`src/rtl/multiword_addsub_seq.sv`:
```
// Wide two's-complement add/subtract built from one N-bit slice, one word per
// clock from the least significant word up, with the carry held in a register between words.
module multiword_addsub_seq #(
  parameter int N     = 8,
  parameter int WORDS = 4
) (
  input  logic                 clk,
  input  logic                 rst_n,
  input  logic                 start,
  input  logic                 op,
  input  logic [N*WORDS-1:0]   a,
  input  logic [N*WORDS-1:0]   b,
  output logic                 ready,
  output logic                 busy,
  output logic                 done,
  output logic [N*WORDS-1:0]   result,
  output logic                 cout,
  output logic                 overflow
);

  localparam int W  = N * WORDS;
  localparam int IW = (WORDS > 1) ? $clog2(WORDS) : 1;

  typedef enum logic [1:0] {IDLE, RUN, DONE} state_t;

  state_t         state_reg, state_next;
  logic [IW-1:0]  idx_reg, idx_next;
  logic           carry_reg, carry_next;
  logic           op_reg, op_next;
  logic [W-1:0]   a_reg, a_next;
  logic [W-1:0]   b_reg, b_next;
  logic [W-1:0]   work_reg, work_next;
  logic [W-1:0]   result_reg, result_next;
  logic           cout_reg, cout_next;
  logic           overflow_reg, overflow_next;

  logic [N-1:0]   a_words [WORDS];
  logic [N-1:0]   b_words [WORDS];
  logic [N-1:0]   a_word;
  logic [N-1:0]   b_word;
  logic [N:0]     slice_sum;
  logic [W-1:0]   work_merged;
  logic           last_word;

  // work_merged is the working register with the current slice output
  // dropped into word idx, so the final word can go straight to result.
  for (genvar gi = 0; gi < WORDS; gi++) begin : g_words
    assign a_words[gi] = a_reg[gi*N +: N];
    assign b_words[gi] = b_reg[gi*N +: N];
    assign work_merged[gi*N +: N] = (idx_reg == IW'(gi)) ? slice_sum[N-1:0]
                                                         : work_reg[gi*N +: N];
  end

  assign a_word    = a_words[idx_reg];
  assign b_word    = b_words[idx_reg] ^ {N{op_reg}};
  assign slice_sum = {1'b0, a_word} + {1'b0, b_word} + {{N{1'b0}}, carry_reg};
  assign last_word = (idx_reg == IW'(WORDS - 1));

  always_ff @(posedge clk or negedge rst_n) begin
    if (!rst_n) begin
      state_reg    <= IDLE;
      idx_reg      <= '0;
      carry_reg    <= 1'b0;
      op_reg       <= 1'b0;
      a_reg        <= '0;
      b_reg        <= '0;
      work_reg     <= '0;
      result_reg   <= '0;
      cout_reg     <= 1'b0;
      overflow_reg <= 1'b0;
    end else begin
      state_reg    <= state_next;
      idx_reg      <= idx_next;
      carry_reg    <= carry_next;
      op_reg       <= op_next;
      a_reg        <= a_next;
      b_reg        <= b_next;
      work_reg     <= work_next;
      result_reg   <= result_next;
      cout_reg     <= cout_next;
      overflow_reg <= overflow_next;
    end
  end

  always_comb begin
    state_next    = state_reg;
    idx_next      = idx_reg;
    carry_next    = carry_reg;
    op_next       = op_reg;
    a_next        = a_reg;
    b_next        = b_reg;
    work_next     = work_reg;
    result_next   = result_reg;
    cout_next     = cout_reg;
    overflow_next = overflow_reg;

    case (state_reg)
      IDLE, DONE: begin
        // Subtract is a + ~b + 1: the +1 enters as the initial carry.
        if (start) begin
          a_next     = a;
          b_next     = b;
          op_next    = op;
          carry_next = op;
          idx_next   = '0;
          state_next = RUN;
        end else if (state_reg == DONE) begin
          state_next = IDLE;
        end
      end
      RUN: begin
        work_next  = work_merged;
        carry_next = slice_sum[N];
        idx_next   = idx_reg + IW'(1);
        if (last_word) begin
          idx_next      = '0;
          state_next    = DONE;
          result_next   = work_merged;
          cout_next     = slice_sum[N];
          overflow_next = (a_reg[W-1] == (b_reg[W-1] ^ op_reg)) &&
                          (slice_sum[N-1] != a_reg[W-1]);
        end
      end
      default: state_next = IDLE;
    endcase
  end

  assign ready    = (state_reg != RUN);
  assign busy     = (state_reg == RUN);
  assign done     = (state_reg == DONE);
  assign result   = result_reg;
  assign cout     = cout_reg;
  assign overflow = overflow_reg;

endmodule

```
`config.mk`:
```
export PLATFORM = sky130hd
export DESIGN_NAME = multiword_addsub_seq
export DESIGN_NICKNAME = d
export VERILOG_FILES = /design/src/rtl/multiword_addsub_seq.sv
export SDC_FILE = /design/constraint.sdc
export NUM_CORES = 1
export LEC_CHECK = 0
export CORE_ASPECT_RATIO = 1.5
export CORE_MARGIN = 2
export CORE_UTILIZATION = 52
export CTS_CLUSTER_DIAMETER = 40
export DETAILED_ROUTE_END_ITERATION = 8
export GPL_ROUTABILITY_DRIVEN = 1
export PLACE_DENSITY = 0.79
export SETUP_SLACK_MARGIN = 0.05
export SLEW_MARGIN = 20
export SYNTH_ARGS = -nofsm -noshare
export SYNTH_HDL_FRONTEND = slang
export SYNTH_SLANG_ARGS = --single-unit
```
`constraint.sdc`:
```
create_clock -name clk -period 4.5 [get_ports clk]
set_clock_uncertainty 0.15 [all_clocks]
set_input_delay 0.9 -clock clk [delete_from_list [all_inputs] [get_ports clk]]
set_output_delay 0.9 -clock clk [all_outputs]
set_load 0.05 [all_outputs]
```
# After elaboration in Yosys (flattened, before gate mapping)

Index checks and enable logic that the tools add are counted.

Flip-flop bits (word level): 136
Bits of input ports: 68
Output and inout bits: 37

Add/subtract/negate cells: 3
$lt $le $gt $ge: 1
Eq/ne operators: 11
Mux-type cells: 19
Bitwise logic cells: 3
Reductions and logical operators: 9

Operators by type and width:

| kind                | number |
|---|---|
| $mux 8              | 8 |
| $bmux 8 s2          | 2 |
| $mux 2              | 5 |
| $add 8x8->9         | 1 |
| $add 9x1->9         | 1 |
| $pmux 2 s2          | 2 |
| $reduce_and 2->1    | 4 |
| $xor 8x8->8         | 1 |
| $eq 2x2->1 const B  | 3 |
| $eq 2x1->1 const B  | 2 |
| $logic_not 2->1     | 2 |
| $ne 2x1->1 const B  | 2 |
| $ge 3x3->1 const B  | 1 |
| $ne 3x3->1 const B  | 1 |
| $not 2->3           | 1 |
| $add 2x1->2 const B | 1 |
| $ne 2x2->1 const B  | 1 |
| $pmux 1 s2          | 1 |
| $reduce_bool 2->1   | 1 |
| $reduce_or 2->1     | 1 |
| $eq 1x1->1          | 1 |
| $logic_and 1x1->1   | 1 |
| $mux 1              | 1 |
| $ne 1x1->1          | 1 |
| $xor 1x1->1         | 1 |

# Logic depth before layout (Yosys ltp)

Depth in word-level cells: 9
Depth in mapped cells: 12
Mapped depth without buffers: 10

# Worst setup path before layout

OpenSTA, ideal clock, no wires.

Path type: flip-flop to flip-flop
Start point: register idx_reg[1]
End point: register result_reg[14] (netlist: result[14])
Library setup time: 118 ps
Data arrival time: 3031 ps
Path slack: 1201 ps
Cell stages (with the launch flop): 13
Clock period less this slack: 3299 ps
Cells stage by stage: dfrtp_1 > clkbuf_1 > buf_1 > mux4_2 > inv_1 > fa_1 > inv_1 > fa_1 > a21o_1 > a311o_1 > o211ai_1 > a21oi_1 > a21o_1

Longest elaborated chain between the ends: 8

Ends and longest elaborated chain:

| element                                   | line   | RTL |
|---|---|---|
| start, declared                           | 27     | `logic [IW-1:0] idx_reg, idx_next;` |
| start signal, assigned                    | 73     | `idx_reg <= idx_next;` |
| $not 2->3 (not written as such)           | 54, 55 |  |
| $bmux 8 s2                                | 55     | `assign b_word = b_words[idx_reg] ^ {N{op_reg}};` |
| $mux 8 (not written as such) (2 in a row) | 55     |  |
| $xor 8x8->8                               | 55     |  |
| $add 8x8->9                               | 56     | `assign slice_sum = {1'b0, a_word} + {1'b0, b_word} + {{N{1'b0}}, carry_reg};` |
| $add 9x1->9                               | 56     |  |
| $mux 8                                    | 50     | `assign work_merged[gi*N +: N] = (idx_reg == IW'(gi)) ? slice_sum[N-1:0]` |
| end signal, assigned                      | 79     | `result_reg <= result_next;` |
| end, declared                             | 33     | `logic [W-1:0] result_reg, result_next;` |

Parallel ways exist; a longest one is shown, timed or not. The select of a mux whose other input is x is not followed.
A chain may end at the register's enable or synchronous reset.

# Worst setup path after layout

Start point: register idx_reg[0]
End point: register result_reg[6] (netlist: result[6])

Same word-level chain as after synthesis.

==> results_dict.tcl <==
set metrics [dict create \
    postSynthAreaPerCell_um2 12.5 \
    path_class "reg -> reg" \
    cts.sink_count 128 \
    wl_per_cell_um 18.2 \
    diodes 0 \
    outcome "finished clean" \
    hold_viol 0 \
    overflow 0 \
    ctsHoldBuffers 0 \
    track_usage_pct 23.5 \
    place.gp.congestion 0.887 \
    io_pins 105 \
    start_util_pct 53.2 \
    vias_per_cell 5.53 \
    critical_path_required_ns 4.66 \
    mostFrequentLayoutCells "dfrtp_1 (128), clkdlybuf4s50_1 (103), mux2_2 (68), o21ai_0 (60), nand2_1 (59)" \
    cts_tree "yes" \
    die-area_mm2 0.0121 \
    die_x_um 90.6 \
    vias 4032 \
    antenna_found_initial 0 \
    synth_cell_type_count 43 \
    seq_area_mm2 0.00320 \
    synth_top_flop_cell "dfrtp_1" \
    busiest_layer "met2" \
    grt_util_met3_pct 5.00 \
    crit_path_max_incr_delay_ns 0.54 \
    start_kind "flop" \
    critPathMaxFanout 19 \
    cts.repair.resized 0 \
    synth_cells 468 \
    period_minus_slack_ns 3.49 \
    cts_root_buffer "clkbuf_16" \
    final.setup.tns_ns 0 \
    hold_path.class "reg -> reg" \
    die_h_um 134 \
    setup_viol 0 \
    row_count 47 \
    layout_worst_path_cycle_share_pct 77.7 \
    synth_nets 549 \
    reg2regPathDepth 11 \
    antenna_left 0 \
    firstDrtPassIters 4 \
    fmax_ghz 0.286 \
    yosys_warnings 0 \
    route.detailed.drc 0 \
    grt_setup_unrepaired "false" \
    min_path_cells 2 \
    slew_headroom_pct 39.6 \
    use_met2_pct 40.6 \
    layout_commonest_cell "dfrtp_1" \
    drv_slew 0 \
    grt_use_met1_pct 27.2 \
    clk_path_buf_depth 2 \
    multi_input_area_mm2 0.00250 \
    dp_hpwl_um 9300 \
    slowest_stage "mux4_2" \
    ys_ff_latch 128 \
    drive_gt1_share_pct 22.5 \
    cap_viol_max_count 0 \
    numCtsBuffers 17 \
    grt_pass1_wl_um 21900 \
    async_flop_share_pct 100 \
    fillCellCount 795 \
    wirelength_um 13200 \
    ys_seq_area_share_pct 54.7 \
    arrival_ns 3.65 \
    crit_chain "buf_4 > mux4_2 > inv_1 > fa_1 > inv_1 > fa_1 > a21o_1 > a311o_1 > o211ai_1 > a21oi_1 > a21o_1" \
    insertion_delay_ns 0.42 \
    grt_max_degree 69 \
    area_delta_synth_final_pct 31.4 \
    h-tree-depth 4 \
    grt_pass1_vias 4431 \
    drt_iter0_drc 174 \
    netlist_area_mm2 0.00585 \
    cp-end-kind "flop" \
    post_cts_buffers 0 \
    synth_edf_count 0 \
    core_area_mm2 0.0110 \
    clkSlewWorstSetupHoldPaths_ns 0.06 \
    portBuffers 104 \
    fin_nets 650 \
    tightest_slew_ns 0.904 \
]
==> layout make-up <==
class / instances / area share [%]
flip-flops and latches: 128 / 41.7
multi-input cells: 302 / 32.6
repair buffers: 110 / 14.3
clock buffers: 19 / 5.89
clock inverters: 13 / 2.72
well taps: 147 / 2.39
inverters: 10 / 0.488
==> path summary, 6_finish.rpt <==
path	slack (ns)	endpoint	from
setup reg to reg	1.01	result[6]$_DFFE_PN0P_	idx_reg[0]$_DFFE_PN0P_
hold reg to reg	0.32	work_reg[18]$_DFFE_PN0P_	work_reg[18]$_DFFE_PN0P_
min in group asynchronous	0.40	b_reg[29]$_DFFE_PN0P_	rst_n
max in group asynchronous	2.98	op_reg$_DFFE_PN0P_	rst_n
setup / recovery	1.01	result[6]$_DFFE_PN0P_	idx_reg[0]$_DFFE_PN0P_
hold / removal	0.32	work_reg[18]$_DFFE_PN0P_	work_reg[18]$_DFFE_PN0P_
==> logic make-up (layout without fill, tap and decap cells) <==
| family | after synthesis | count (layout) | synth area share [%] |
|---|---|---|---|
| simple gates | 86 | 86 | 6.50 |
| mux | 96 | 96 | 21.3 |
| fa+ha+maj | 13 | 13 | 3.04 |
| buf+inv | 38 | 152 | 2.59 |
| xor+xnor | 12 | 12 | 1.80 |
| compound gates | 95 | 95 | 10.0 |
| flops | 128 | 128 | 54.7 |
==> per-layer routing <==
metal / up-vias / part of all wire [%]
met4: 0 / 3.1
li1: 1864 / -
met5: - / 0
met2: 122 / 54
met1: 2012 / 38
met3: 34 / 4.4
==> Yosys cell counts, types with 2 or more instances <==
cell      instances  area share, %
mux2_2           68             13
buf_2             7           0.60
nor3b_1           6           0.77
a21o_1            4           0.51
nor2b_1           3           0.32
dfrtp_1         128             55
clkbuf_1         17            1.1
fa_1              2           0.68
nand2_1          59            3.8
nor2_1            8           0.51
o21ai_0          60            5.1
buf_1             4           0.26
o211ai_1          2           0.26
mux4_2           16            6.2
mux2i_1          12            2.1
xor2_1            9            1.3
ha_1             11            2.4
inv_1             9           0.58
xnor2_1           3           0.45
o21bai_1          2           0.26
or3_1             3           0.32
a21oi_1          14            1.2
==> stage by stage <==
stage / utilization [%] / cell area, um2 / hold WS [ns] / setup slack, ns / instances
detailed placement: 63.9 / 7020 / 0.316 / 1.03 / 697
global route: 69.9 / 7690 / 0.362 / 0.785 / 729
CTS: 69.9 / 7690 / 0.328 / 0.993 / 729
finish: 69.9 / 7690 / 0.321 / 1.01 / 729
global placement: 63.9 / 7020 / 0.306 / 1.09 / 697
floorplan: - / 5850 / 0.292 / 1.20 / 468
==> worst max-delay path: cells and delay by family (launching register included) <==
family	cells	cell delay (ns)
DFF	1	0.40
buffers and inverters	3	0.50
muxes	1	0.54
AOI/OAI and AO/OA	5	1.18
adders and majority gates	2	0.61
Power is not shown: default switching activity piles up to over one toggle a cycle in this logic, so the estimate is an artifact.
